[config.mk]
export PLATFORM = sky130hd
export DESIGN_NAME = alu_operand_driver
export DESIGN_NICKNAME = d
export VERILOG_FILES = /design/src/rtl/alu_operand_driver.sv
export SDC_FILE = /design/constraint.sdc
export NUM_CORES = 1
export LEC_CHECK = 0
export ABC_AREA = 0
export CAP_MARGIN = 20
export CORE_MARGIN = 5
export CORE_UTILIZATION = 27
export CTS_CLUSTER_DIAMETER = 60
export DETAILED_ROUTE_END_ITERATION = 10
export PLACE_DENSITY = 0.49
export SYNTH_ARGS = -nofsm -noshare
export SYNTH_HDL_FRONTEND = slang
export SYNTH_SLANG_ARGS = --single-unit
[constraint.sdc]
create_clock -name Clk -period 3.9 [get_ports Clk]
set_input_delay 0.975 -clock Clk [delete_from_list [all_inputs] [get_ports Clk]]
set_output_delay 0.975 -clock Clk [all_outputs]
set_load 0.01 [all_outputs]
[src/rtl/alu_operand_driver.sv]
// alu_operand_driver
// Drives operand pairs onto a 32-bit adder ALU and waits a fixed settling
// latency. It then samples the ALU result, checks it against a locally
// computed sum, and returns the result with carry, signed-overflow and
// mismatch flags. A saturating counter records how many results were wrong.
module alu_operand_driver #(
    parameter int WIDTH   = 32,
    parameter int LATENCY = 2
) (
    input  logic             Clk,
    input  logic             Rst_n,
    input  logic             ReqValid,
    output logic             ReqReady,
    input  logic [WIDTH-1:0] ReqA,
    input  logic [WIDTH-1:0] ReqB,
    output logic [WIDTH-1:0] ArgA,
    output logic [WIDTH-1:0] ArgB,
    input  logic [WIDTH-1:0] Result,
    output logic             RspValid,
    input  logic             RspReady,
    output logic [WIDTH-1:0] RspData,
    output logic             RspCarry,
    output logic             RspOvf,
    output logic             RspMismatch,
    output logic [7:0]       ErrCount
);

    typedef enum logic [1:0] {
        IDLE = 2'd0,
        WAIT = 2'd1,
        RESP = 2'd2
    } state_t;

    // The counter starts at LATENCY-1 so that Result is sampled exactly
    // LATENCY edges after the operands were driven.
    localparam logic [3:0] WAIT_INIT = 4'(LATENCY - 1);

    state_t           state;
    state_t           state_nxt;
    logic [3:0]       wait_cnt;
    logic [WIDTH:0]   exp_sum;
    logic             exp_ovf;
    logic             accept;
    logic             capture;
    logic             mismatch;

    // Two's-complement overflow: both operands share a sign and the
    // truncated sum has the other sign.
    function automatic logic add_overflow(input logic signed [WIDTH-1:0] a,
                                          input logic signed [WIDTH-1:0] b);
        logic signed [WIDTH-1:0] s;
        s = a + b;
        return (a[WIDTH-1] == b[WIDTH-1]) && (s[WIDTH-1] != a[WIDTH-1]);
    endfunction

    // Increment that sticks at the all-ones value instead of wrapping.
    function automatic logic [7:0] sat_inc8(input logic [7:0] c);
        return (c == 8'hFF) ? c : c + 8'd1;
    endfunction

    // Handshake outputs are forced low while reset is asserted.
    assign ReqReady = (state == IDLE) && Rst_n;
    assign RspValid = (state == RESP) && Rst_n;
    assign mismatch = (Result != exp_sum[WIDTH-1:0]);

    // Next-state logic; also produces the accept and capture strobes.
    always_comb begin
        state_nxt = state;
        accept    = 1'b0;
        capture   = 1'b0;
        case (state)
            IDLE: begin
                if (ReqValid && ReqReady) begin
                    accept    = 1'b1;
                    state_nxt = WAIT;
                end
            end
            WAIT: begin
                if (wait_cnt == 4'd0) begin
                    capture   = 1'b1;
                    state_nxt = RESP;
                end
            end
            RESP: begin
                if (RspReady) begin
                    state_nxt = IDLE;
                end
            end
            default: state_nxt = IDLE;
        endcase
    end

    // State register; reset aborts any transaction in flight.
    always_ff @(posedge Clk) begin
        if (!Rst_n) begin
            state <= IDLE;
        end else begin
            state <= state_nxt;
        end
    end

    // Settling counter, loaded on accept and counted down while waiting.
    always_ff @(posedge Clk) begin
        if (!Rst_n) begin
            wait_cnt <= 4'd0;
        end else if (accept) begin
            wait_cnt <= WAIT_INIT;
        end else if ((state == WAIT) && (wait_cnt != 4'd0)) begin
            wait_cnt <= wait_cnt - 4'd1;
        end
    end

    // Operand registers and the expected sum/overflow computed at accept.
    always_ff @(posedge Clk) begin
        if (!Rst_n) begin
            ArgA    <= '0;
            ArgB    <= '0;
            exp_sum <= '0;
            exp_ovf <= 1'b0;
        end else if (accept) begin
            ArgA    <= ReqA;
            ArgB    <= ReqB;
            exp_sum <= {1'b0, ReqA} + {1'b0, ReqB};
            exp_ovf <= add_overflow($signed(ReqA), $signed(ReqB));
        end
    end

    // Response fields: loaded once at capture and held until the next capture.
    always_ff @(posedge Clk) begin
        if (!Rst_n) begin
            RspData     <= '0;
            RspCarry    <= 1'b0;
            RspOvf      <= 1'b0;
            RspMismatch <= 1'b0;
        end else if (capture) begin
            RspData     <= Result;
            RspCarry    <= exp_sum[WIDTH];
            RspOvf      <= exp_ovf;
            RspMismatch <= mismatch;
        end
    end

    // Saturating count of ALU results that disagreed with the expected sum.
    always_ff @(posedge Clk) begin
        if (!Rst_n) begin
            ErrCount <= 8'd0;
        end else if (capture && mismatch) begin
            ErrCount <= sat_inc8(ErrCount);
        end
    end

endmodule

==> flow_summary_export.csv, run 1 <==
group,metric,value,unit
place,routabilityCongestion,0.824,
die,start_util,27.3,%
clock_tree,cts-root-buf,"clkbuf_16",
synthesis,synth_cell_types,51,
global_routing,grt_pass1_wl,36.2,mm
global_routing,grt_max_degree,110,
clock_tree,cts.path.max_buffers,2,
critical_path,worstPathRequired,4.20,ns
timing,hold_viol_final,0,
synthesis,ys.flop_type,"dfxtp_1",
timing,rsz0062_at_grt,"no",
cells_and_area,fillers,2697,
place,placed_area,0.00963,sq mm
synthesis,synth_common_cells,"nand2_1, dfxtp_1, a21oi_1, xnor2_1, clkbuf_1",
clock_tree,htreeDepth,4,
synthesis,synth-seq-area-share,41.5,%
drt,dr.pass1.iters,4,
synthesis,yosysWarnings,0,
global_routing,grt_use_total,15.5,%
critical_path,rr_worst_depth,10,
critical_path,endpoint,"exp_sum[32]$_SDFFE_PN0P_",
timing,fin_ws,0.0872,ns
critical_path,cp.arrival,4.11,ns
critical_path,worstSetupPathType,"in -> reg",
die,die_h,172,um
synthesis,ys_ff_latch,147,
timing,period_needed,3.81,ns
flow_run,cap_violations,0,
timing,max_freq,0.262,GHz
clock_tree,ctsHoldBuffers,0,
synthesis,syn_area,0.00709,sq mm
clock_tree,clk_pin_slew,0.06,ns
timing,hold_slack,0.452,ns
cells_and_area,antenna_cells,0,
drt,drt-total-wl,23.5,mm
synthesis,yosysMostFrequentCell,"nand2_1",
global_routing,antenna_found_initial,0,
clock_tree,clock_sinks,147,
global_routing,overflow,0,
critical_path,critical_path.max_stage_delay,0.52,ns
critical_path,path_cells,"clkdlybuf4s50_1 -> ha_1 -> fa_1 -> a21o_1 -> a221o_2 -> a41oi_4 -> a31oi_2 -> a311oi_2 -> o41ai_2 -> a2111oi_2 -> nor4_1",
synthesis,synth_nets,1038,
hold_path,hp-class,"reg -> reg",
timing,drv_slew,0,
cells_and_area,final_util,39.5,%
cells_and_area,instances_no_fill,1455,
clock_tree,ctsResizeCount,0,
drt,vias,6754,
timing,maxSlewHeadroom,36.7,%
clock_tree,postCtsSetupBuffers,0,
synthesis,synthDominantCellAreaShare,41.5,%
place,preCtsSetupSlack,-0.377,ns
synthesis,avgSynthCellArea,7.85,sq um
synthesis,synthCells,903,
timing,setup_tns,0,ns
timing,skew,0.0111,ns
timing,tightest_slew,0.949,ns
critical_path,timing.rr.end,"ErrCount[7]$_SDFFE_PN0P_",
cells_and_area,drive_gt1_share,6.52,%
place,place_hpwl,17.6,mm
critical_path,cp-startpoint,"ReqB[0]",
power_and_ir_drop,p_per_area,412,mW/mm^2
die,core_area,0.0260,sq mm
clock_tree,clock_latency,0.42,ns
cells_and_area,post-route-cell-area,0.0103,sq mm
timing,post-route-period-util,97.8,%
drt,detail_route.wl_per_cell,16.1,um
synthesis,synth_area_leaders,"dfxtp_1, nand2_1, a21oi_1",
timing,finalSetupViolCount,0,
synthesis,synthArstFlopShare,0,%
status,outcome,"completed",
critical_path,path_max_fanout,3,
die,die-area,0.0296,sq mm
power_and_ir_drop,vdd_drop_max,193,uV
drt,drc,0,
die,die_w,172,um
critical_path,slowest_stage,"clkdlybuf4s50_1",
synthesis,synth_edf_count,0,
critical_path,worst-path-buf-inv,1,
global_routing,grt_pass1_vias,6476,
critical_path,startpoint_type,"primary input",
hold_path,hold_depth,2,
cells_and_area,fin_nets,1242,
power_and_ir_drop,p_leak,3.73,nW
drt,via_per_inst,4.64,
critical_path,worst_path_dominant_cell_family,"compound AO/OA/AOI/OAI gates",
critical_path,r2r-start,"wait_cnt[0]$_SDFFE_PN0P_",
critical_path,worst-path-stages,11,
place,io_buffers,208,
die,io_pins,209,
drt,ant_nets,0,
synthesis,synth_area_leader_cell,"dfxtp_1",
place,place_inst,1423,
drt,dr.first_iter.drc_count,327,
die,rows,59,
cells_and_area,area_delta_synth_final,44.7,%
critical_path,rrSetupSlack,1.69,ns
clock_tree,cts_buffers,17,
critical_path,critPathCaptureType,"flip-flop",
power_and_ir_drop,total_power,4.23,mW
clock_tree,cts_tree,"built",
metal layers:
layer / track usage (%) / vias up / wire (um) / part of all wire (%)
li1: - / 3477 / - / -
met5: 0 / - / 0 / 0
met4: 4.68 / 0 / 377 / 1.6
met2: 22.9 / 177 / 9900 / 42
met3: 3.61 / 26 / 1530 / 6.5
met1: 22.5 / 3074 / 11700 / 50
power by group:
part / switching (mW) / internal, mW / leakage, nW
Clock: 0.672 / 1.04 / 0.286
Sequential: 0.0601 / 1.59 / 1.20
Combinational: 0.442 / 0.417 / 2.25
Total: 1.17 / 3.05 / 3.73
logic make-up after synthesis:
kind of cell / after synthesis / synth area share [%]
and+or+nand+nor: 363 / 21.4
adders and majority gates: 35 / 6.28
AOI/OAI and AO/OA: 227 / 18.8
xor gates and xnor gates: 67 / 8.28
muxes: 4 / 0.565
DFF: 147 / 41.5
buffers and inverters: 60 / 3.18
cell type report:
class	count	area (sq um)	share of cell area (%)
multi-input combinational	696	3940	38.5
sequential	147	2940	28.7
timing repair buffer	235	2300	22.4
clock buffer	21	460	4.49
tap	335	419	4.09
clock inverter	11	151	1.48
inverter	10	40.0	0.390
cells in the final DEF, fill, tap and decap left out, drive strengths merged, types with 12 or more instances in the layout:
cell type	netlist	routed
ha	34	34
buf	6	27
a21oi	144	144
nand2	257	257
nor2	37	37
dfxtp	147	147
xor2	18	18
clkbuf	44	21
nand3	20	20
clkdlybuf4s50	0	208
a21o	12	12
o21ai	26	26
xnor2	49	49
state kept, by name, summed over array words and instances, names as in the netlist:
| register | count |
|---|---|
| ArgA | 32 |
| ArgB | 32 |
| ErrCount | 8 |
| RspCarry | 1 |
| RspData | 32 |
| RspMismatch | 1 |
| RspOvf | 1 |
| exp_ovf | 1 |
| exp_sum | 33 |
| state | 2 |
| wait_cnt | 4 |
worst min-delay path by stage:
stage	start	endpoint	slack (ns)
finish	ArgB[11]$_SDFFE_PN0P_	ArgB[11]$_SDFFE_PN0P_	0.45
global route	ArgA[6]$_SDFFE_PN0P_	ArgA[6]$_SDFFE_PN0P_	0.47
CTS	ArgB[21]$_SDFFE_PN0P_	ArgB[21]$_SDFFE_PN0P_	0.45
detailed placement	RspData[15]$_SDFFE_PN0P_	RspData[15]$_SDFFE_PN0P_	0.45
global placement	ArgA[24]$_SDFFE_PN0P_	ArgA[24]$_SDFFE_PN0P_	0.44
floorplan	exp_ovf$_SDFFE_PN0P_	exp_ovf$_SDFFE_PN0P_	0.42
worst register-to-register path: cells and delay by family (launching register included):
family	cells	cell delay [ns]
AND/OR/NAND/NOR	5	0.87
AO/OA/AOI/OAI	1	0.29
adder cells (fa/ha/maj)	1	0.15
flip-flops	1	0.33
buffers and inverters	2	0.32
XOR/XNOR	1	0.14
(Power assumes the default switching activity.)
==> inputs of run 2 (changes only) <==
Settings changed: CORE_MARGIN 5 to 10, TNS_END_PERCENT from default to 20.
==> flow_summary_export.csv, run 2 (same netlist as run 1, synthesis figures left out) <==
group,metric,value,unit
critical_path,cp.arrival,4.09,ns
global_routing,grt_use_total,14.6,%
timing,tightest_slew,0.752,ns
timing,hold_slack,0.452,ns
global_routing,antenna_found_initial,0,
timing,finalSetupViolCount,0,
drt,dr.first_iter.drc_count,276,
power_and_ir_drop,p_int,2.93,mW
cells_and_area,final_util,39.5,%
critical_path,cp-startpoint,"ReqB[0]",
critical_path,slowest_stage,"clkdlybuf4s50_1",
drt,vias,6688,
drt,drt-total-wl,24.8,mm
critical_path,worstPathRequired,4.21,ns
clock_tree,htreeDepth,4,
critical_path,critical_path.max_stage_delay,0.50,ns
clock_tree,cts.path.max_buffers,2,
power_and_ir_drop,p_clk_share,39.7,%
drt,detail_route.wl_per_cell,17.1,um
critical_path,r2r-start,"wait_cnt[0]$_SDFFE_PN0P_",
critical_path,startpoint_type,"primary input",
critical_path,path_max_fanout,3,
timing,max_freq,0.264,GHz
die,die_h,182,um
die,rows,59,
drt,drc,0,
clock_tree,cts-root-buf,"clkbuf_16",
flow_run,cap_violations,0,
critical_path,rrSetupSlack,1.67,ns
critical_path,endpoint,"exp_sum[28]$_SDFFE_PN0P_",
hold_path,hp-class,"reg -> reg",
place,routabilityCongestion,0.811,
clock_tree,cts_buffers,17,
cells_and_area,area_delta_synth_final,44.3,%
die,die_w,182,um
timing,maxSlewHeadroom,49.9,%
power_and_ir_drop,comb_power_share,20.6,%
power_and_ir_drop,p_leak,3.73,nW
timing,period_needed,3.79,ns
place,place_hpwl,18.7,mm
timing,post-route-period-util,97.1,%
global_routing,overflow,0,
drt,ant_nets,0,
cells_and_area,drive_gt1_share,6.70,%
clock_tree,cts_tree,"built",
clock_tree,clock_latency,0.43,ns
power_and_ir_drop,pwr-share-seq,39.6,%
clock_tree,clock_sinks,147,
clock_tree,clk_pin_slew,0.06,ns
drt,dr.pass1.iters,5,
critical_path,worstSetupPathType,"in -> reg",
critical_path,worst-path-buf-inv,1,
status,outcome,"completed",
cells_and_area,layout_common_cells,"nand2_1, clkdlybuf4s50_1, dfxtp_1",
cells_and_area,antenna_cells,0,
timing,setup_tns,0,ns
critical_path,rr_worst_depth,10,
global_routing,grt_pass1_vias,6712,
critical_path,worst-path-stages,11,
die,die-area,0.0331,sq mm
critical_path,timing.rr.end,"ErrCount[7]$_SDFFE_PN0P_",
clock_tree,ctsHoldBuffers,0,
power_and_ir_drop,p_per_area,407,mW/mm^2
power_and_ir_drop,vdd_drop_max,219,uV
critical_path,path_cells,"clkdlybuf4s50_1 -> ha_1 -> fa_1 -> a21o_1 -> a221o_2 -> a41oi_4 -> a31oi_1 -> o21ai_0 -> and3_1 -> nor4_1 -> or3b_2",
critical_path,worst_path_dominant_cell_family,"compound AO/OA/AOI/OAI gates",
die,start_util,27.4,%
clock_tree,postCtsSetupBuffers,0,
global_routing,grt_pass1_wl,39.0,mm
cells_and_area,largest_register_ffs,33,
drt,via_per_inst,4.60,
place,io_buffers,208,
global_routing,grt_max_degree,110,
hold_path,hold_start,"ArgA[1]$_SDFFE_PN0P_",
die,io_pins,209,
timing,rsz0062_at_grt,"no",
timing,skew,0.00771,ns
power_and_ir_drop,p_sw_share,29.8,%
cells_and_area,largest-register,"exp_sum",
die,core_area,0.0259,sq mm
critical_path,critPathCaptureType,"flip-flop",
cells_and_area,fin_nets,1242,
timing,drv_slew,0,
timing,hold_viol_final,0,
cells_and_area,final_common_cell,"nand2_1",
power_and_ir_drop,switchingPower,1.24,mW
==> run 2: layer usage <==
metal	vias up	track usage [%]	routed length (um)	part of all wire (%)
met1	3031	19.6	12200	49
met5	-	0	0	0
met2	160	22.2	10800	43
li1	3488	-	-	-
met3	9	4.71	1630	6.6
met4	0	3.61	219	0.88
==> run 2: power groups by stage <==
stage | Sequential, mW | Clock [mW] | Combinational, mW
floorplan | 1.69 | 0 | 0.446
global placement | 1.69 | 0 | 0.868
detailed placement | 1.69 | 0 | 0.865
CTS | 1.65 | 1.70 | 0.870
global route | 1.66 | 1.76 | 0.952
finish | 1.65 | 1.65 | 0.860
==> run 2: worst register-to-register path: cells and delay by family (launching register included) <==
family	cells	cell delay (ns)
fa+ha+maj	1	0.15
xor+xnor	1	0.15
compound gates	1	0.31
flops	1	0.33
buf+inv	2	0.32
simple gates	5	0.85
==> run 2: worst min path at each step <==
stage                                    end  slack, ns  cells past startpoint
CTS                     ArgA[8]$_SDFFE_PN0P_       0.45                      2
global route        RspData[27]$_SDFFE_PN0P_       0.47                      2
floorplan               exp_ovf$_SDFFE_PN0P_       0.42                      2
finish                  ArgA[1]$_SDFFE_PN0P_       0.45                      2
detailed placement      ArgA[8]$_SDFFE_PN0P_       0.45                      2
global placement       ArgB[20]$_SDFFE_PN0P_       0.44                      2
==> run 2: layout make-up <==
| class | count | area, sq um |
|---|---|---|
| clock buffers | 18 | 439 |
| inverters | 10 | 40.0 |
| repair buffers | 235 | 2300 |
| clock inverters | 14 | 143 |
| well taps | 335 | 419 |
| fillers | 2676 | 15700 |
| flip-flops and latches | 147 | 2940 |
| multi-input cells | 696 | 3940 |
==> run 2: per-stage QoR <==
stage / area [sq um] / instances / setup slack (ns) / total power, mW
final: 10200 / 1455 / 0.113 / 4.17
after CTS: 10200 / 1455 / 0.0651 / 4.23
after floorplan: 7090 / 903 / 0.341 / 2.14
after global routing: 10200 / 1455 / 0.0197 / 4.38
after detailed placement: 9630 / 1423 / -0.380 / 2.55
after global placement: 9630 / 1423 / -0.395 / 2.55
==> run 2: repair_timing <==
item,in CTS,in global routing
endpoints found under the hold margin,0,0
gates resized for setup,0,1
setup endpoints to repair,0,2
==> inputs of run 3 (changes only) <==
Settings changed: CELL_PAD_IN_SITES_DETAIL_PLACEMENT from default to 1, CELL_PAD_IN_SITES_GLOBAL_PLACEMENT from default to 1, PLACE_DENSITY 0.49 to 0.64.
==> flow_summary_export.csv, run 3 (same netlist as run 1, synthesis figures left out) <==
group,metric,value,unit
timing,max_freq,0.264,GHz
clock_tree,clk_pin_slew,0.06,ns
die,io_pins,209,
timing,period_needed,3.78,ns
die,rows,59,
timing,maxSlewHeadroom,26.5,%
global_routing,grt_max_degree,95,
cells_and_area,area_delta_synth_final,45.0,%
critical_path,path_cells,"clkdlybuf4s50_1 -> ha_1 -> fa_1 -> a21o_1 -> a221o_2 -> a41oi_4 -> a31oi_2 -> a311oi_2 -> o41ai_2 -> a2111oi_2 -> nor4_1",
place,placed_area,0.00960,sq mm
power_and_ir_drop,pwr-share-seq,37.5,%
timing,setup_tns,0,ns
place,place_hpwl,19.8,mm
drt,ant_nets,0,
global_routing,grt_pass1_wl,41.5,mm
clock_tree,htreeDepth,4,
hold_path,hold_start,"ArgB[29]$_SDFFE_PN0P_",
critical_path,worstPathRequired,4.18,ns
critical_path,worst-path-buf-inv,1,
timing,post-route-period-util,97.0,%
power_and_ir_drop,comb_power_share,19.7,%
cells_and_area,fin_nets,1239,
critical_path,startpoint_type,"primary input",
place,preCtsSetupSlack,-0.421,ns
timing,drv_slew,0,
drt,via_per_inst,4.70,
drt,drc,0,
flow_run,cap_violations,0,
cells_and_area,layout_common_cells,"nand2_1, clkdlybuf4s50_1, dfxtp_1",
timing,tightest_slew,1.10,ns
timing,fin_ws,0.117,ns
critical_path,path_max_fanout,3,
critical_path,worst_path_dominant_cell_family,"compound AO/OA/AOI/OAI gates",
power_and_ir_drop,p_sw_share,26.9,%
clock_tree,clock_latency,0.42,ns
timing,finalSetupViolCount,0,
die,die_w,182,um
power_and_ir_drop,p_int,3.22,mW
cells_and_area,largest-register,"exp_sum",
drt,dr.first_iter.drc_count,283,
timing,hold_slack,0.454,ns
global_routing,antenna_found_initial,0,
drt,drt-total-wl,26.1,mm
die,core_area,0.0259,sq mm
status,outcome,"completed",
critical_path,slowest_stage,"clkdlybuf4s50_1",
drt,dr.pass1.iters,4,
critical_path,cp-startpoint,"ReqA[0]",
cells_and_area,drive_gt1_share,6.28,%
clock_tree,cts_buffers,17,
drt,vias,6809,
clock_tree,cts.path.max_buffers,2,
cells_and_area,largest_register_ffs,33,
cells_and_area,antenna_cells,0,
cells_and_area,post-route-cell-area,0.0103,sq mm
global_routing,grt_use_total,15.5,%
global_routing,overflow,0,
timing,hold_viol_final,0,
cells_and_area,final_util,39.7,%
critical_path,worstSetupPathType,"in -> reg",
timing,skew,0.00978,ns
power_and_ir_drop,p_per_area,429,mW/mm^2
clock_tree,cts_tree,"built",
critical_path,critPathCaptureType,"flip-flop",
die,start_util,27.4,%
cells_and_area,final_common_cell,"nand2_1",
power_and_ir_drop,vdd_drop_max,213,uV
critical_path,critical_path.max_stage_delay,0.43,ns
hold_path,hp-class,"reg -> reg",
power_and_ir_drop,switchingPower,1.19,mW
critical_path,cp.arrival,4.07,ns
clock_tree,cts-root-buf,"clkbuf_16",
critical_path,r2r-start,"state[0]$_SDFFE_PN0P_",
die,die_h,182,um
clock_tree,clock_sinks,147,
power_and_ir_drop,p_clk_share,42.8,%
place,routabilityCongestion,0.831,
power_and_ir_drop,p_leak,3.74,nW
drt,detail_route.wl_per_cell,18.0,um
die,die-area,0.0331,sq mm
place,io_buffers,208,
global_routing,grt_pass1_vias,7281,
timing,rsz0062_at_grt,"no",
[run 3: cell count changes in the layout (fill, tap and decap cells not counted)]
| cell | previous run | this run |
|---|---|---|
| clkinv_2 | 1 | 0 |
| buf_4 | 26 | 24 |
| buf_12 | 1 | 0 |
| o21ai_1 | 1 | 2 |
| inv_8 | 2 | 0 |
| bufinv_16 | 1 | 6 |
| o21ai_0 | 25 | 24 |
| inv_6 | 6 | 1 |
| clkinv_4 | 2 | 3 |
[run 3: per-stage QoR]
stage / total power, mW / cells
after global routing: 4.64 / 1450
after global placement: 2.55 / 1420
after detailed placement: 2.56 / 1420
after CTS: 4.47 / 1450
final: 4.41 / 1450
after floorplan: 2.14 / 903
[run 3: final cells by class]
cell class,instances,area [sq um]
flip-flops and latches,147,2940
multi-input cells,696,3940
fillers,3074,15600
clock inverters,12,230
well taps,335,419
clock buffers,18,439
repair buffers,232,2260
inverters,10,40.0
[run 3: power by group through the flow]
stage | combinational, mW | clock (mW) | sequential [mW]
3_5_place_dp | 0.871 | 0 | 1.69
5_1_grt | 0.962 | 2.01 | 1.67
3_3_place_gp | 0.865 | 0 | 1.68
6_report | 0.866 | 1.89 | 1.65
4_1_cts | 0.877 | 1.94 | 1.65
2_1_floorplan | 0.446 | 0 | 1.69
[run 3: timing repair]
item                       in CTS  in global routing
gates resized for setup         0                  2
setup endpoints to repair       0                  2
hold buffers                    0                  0
hold endpoints to repair        0                  0
setup buffers                   0                  0
[run 3: final timing paths]
check | endpoint | slack [ns] | depth (start not counted)
max | exp_sum[32]$_SDFFE_PN0P_ | 0.12 | 11
min | ArgB[29]$_SDFFE_PN0P_ | 0.45 | 2
max reg2reg | exp_sum[28]$_SDFFE_PN0P_ | 1.60 | 6
min reg2reg | ArgB[29]$_SDFFE_PN0P_ | 0.45 | 2
[run 3: worst register-to-register path: stages, from the launching register on]
cell and delay, ns:
dfxtp_1 0.35, nor3_1 0.10, nand2_4 0.20, buf_4 0.83, nor4_1 0.15, o21ai_0 0.11
or3b_2 0.44
[run 3: routing by layer]
metal	wire length, um	GRT usage, %	share of wire (%)	up-vias
met3	1790	4.89	6.9	15
li1	-	-	-	3481
met2	11400	24.0	44	150
met1	12600	20.5	48	3163
met5	0	0	0	-
met4	226	3.38	0.87	0
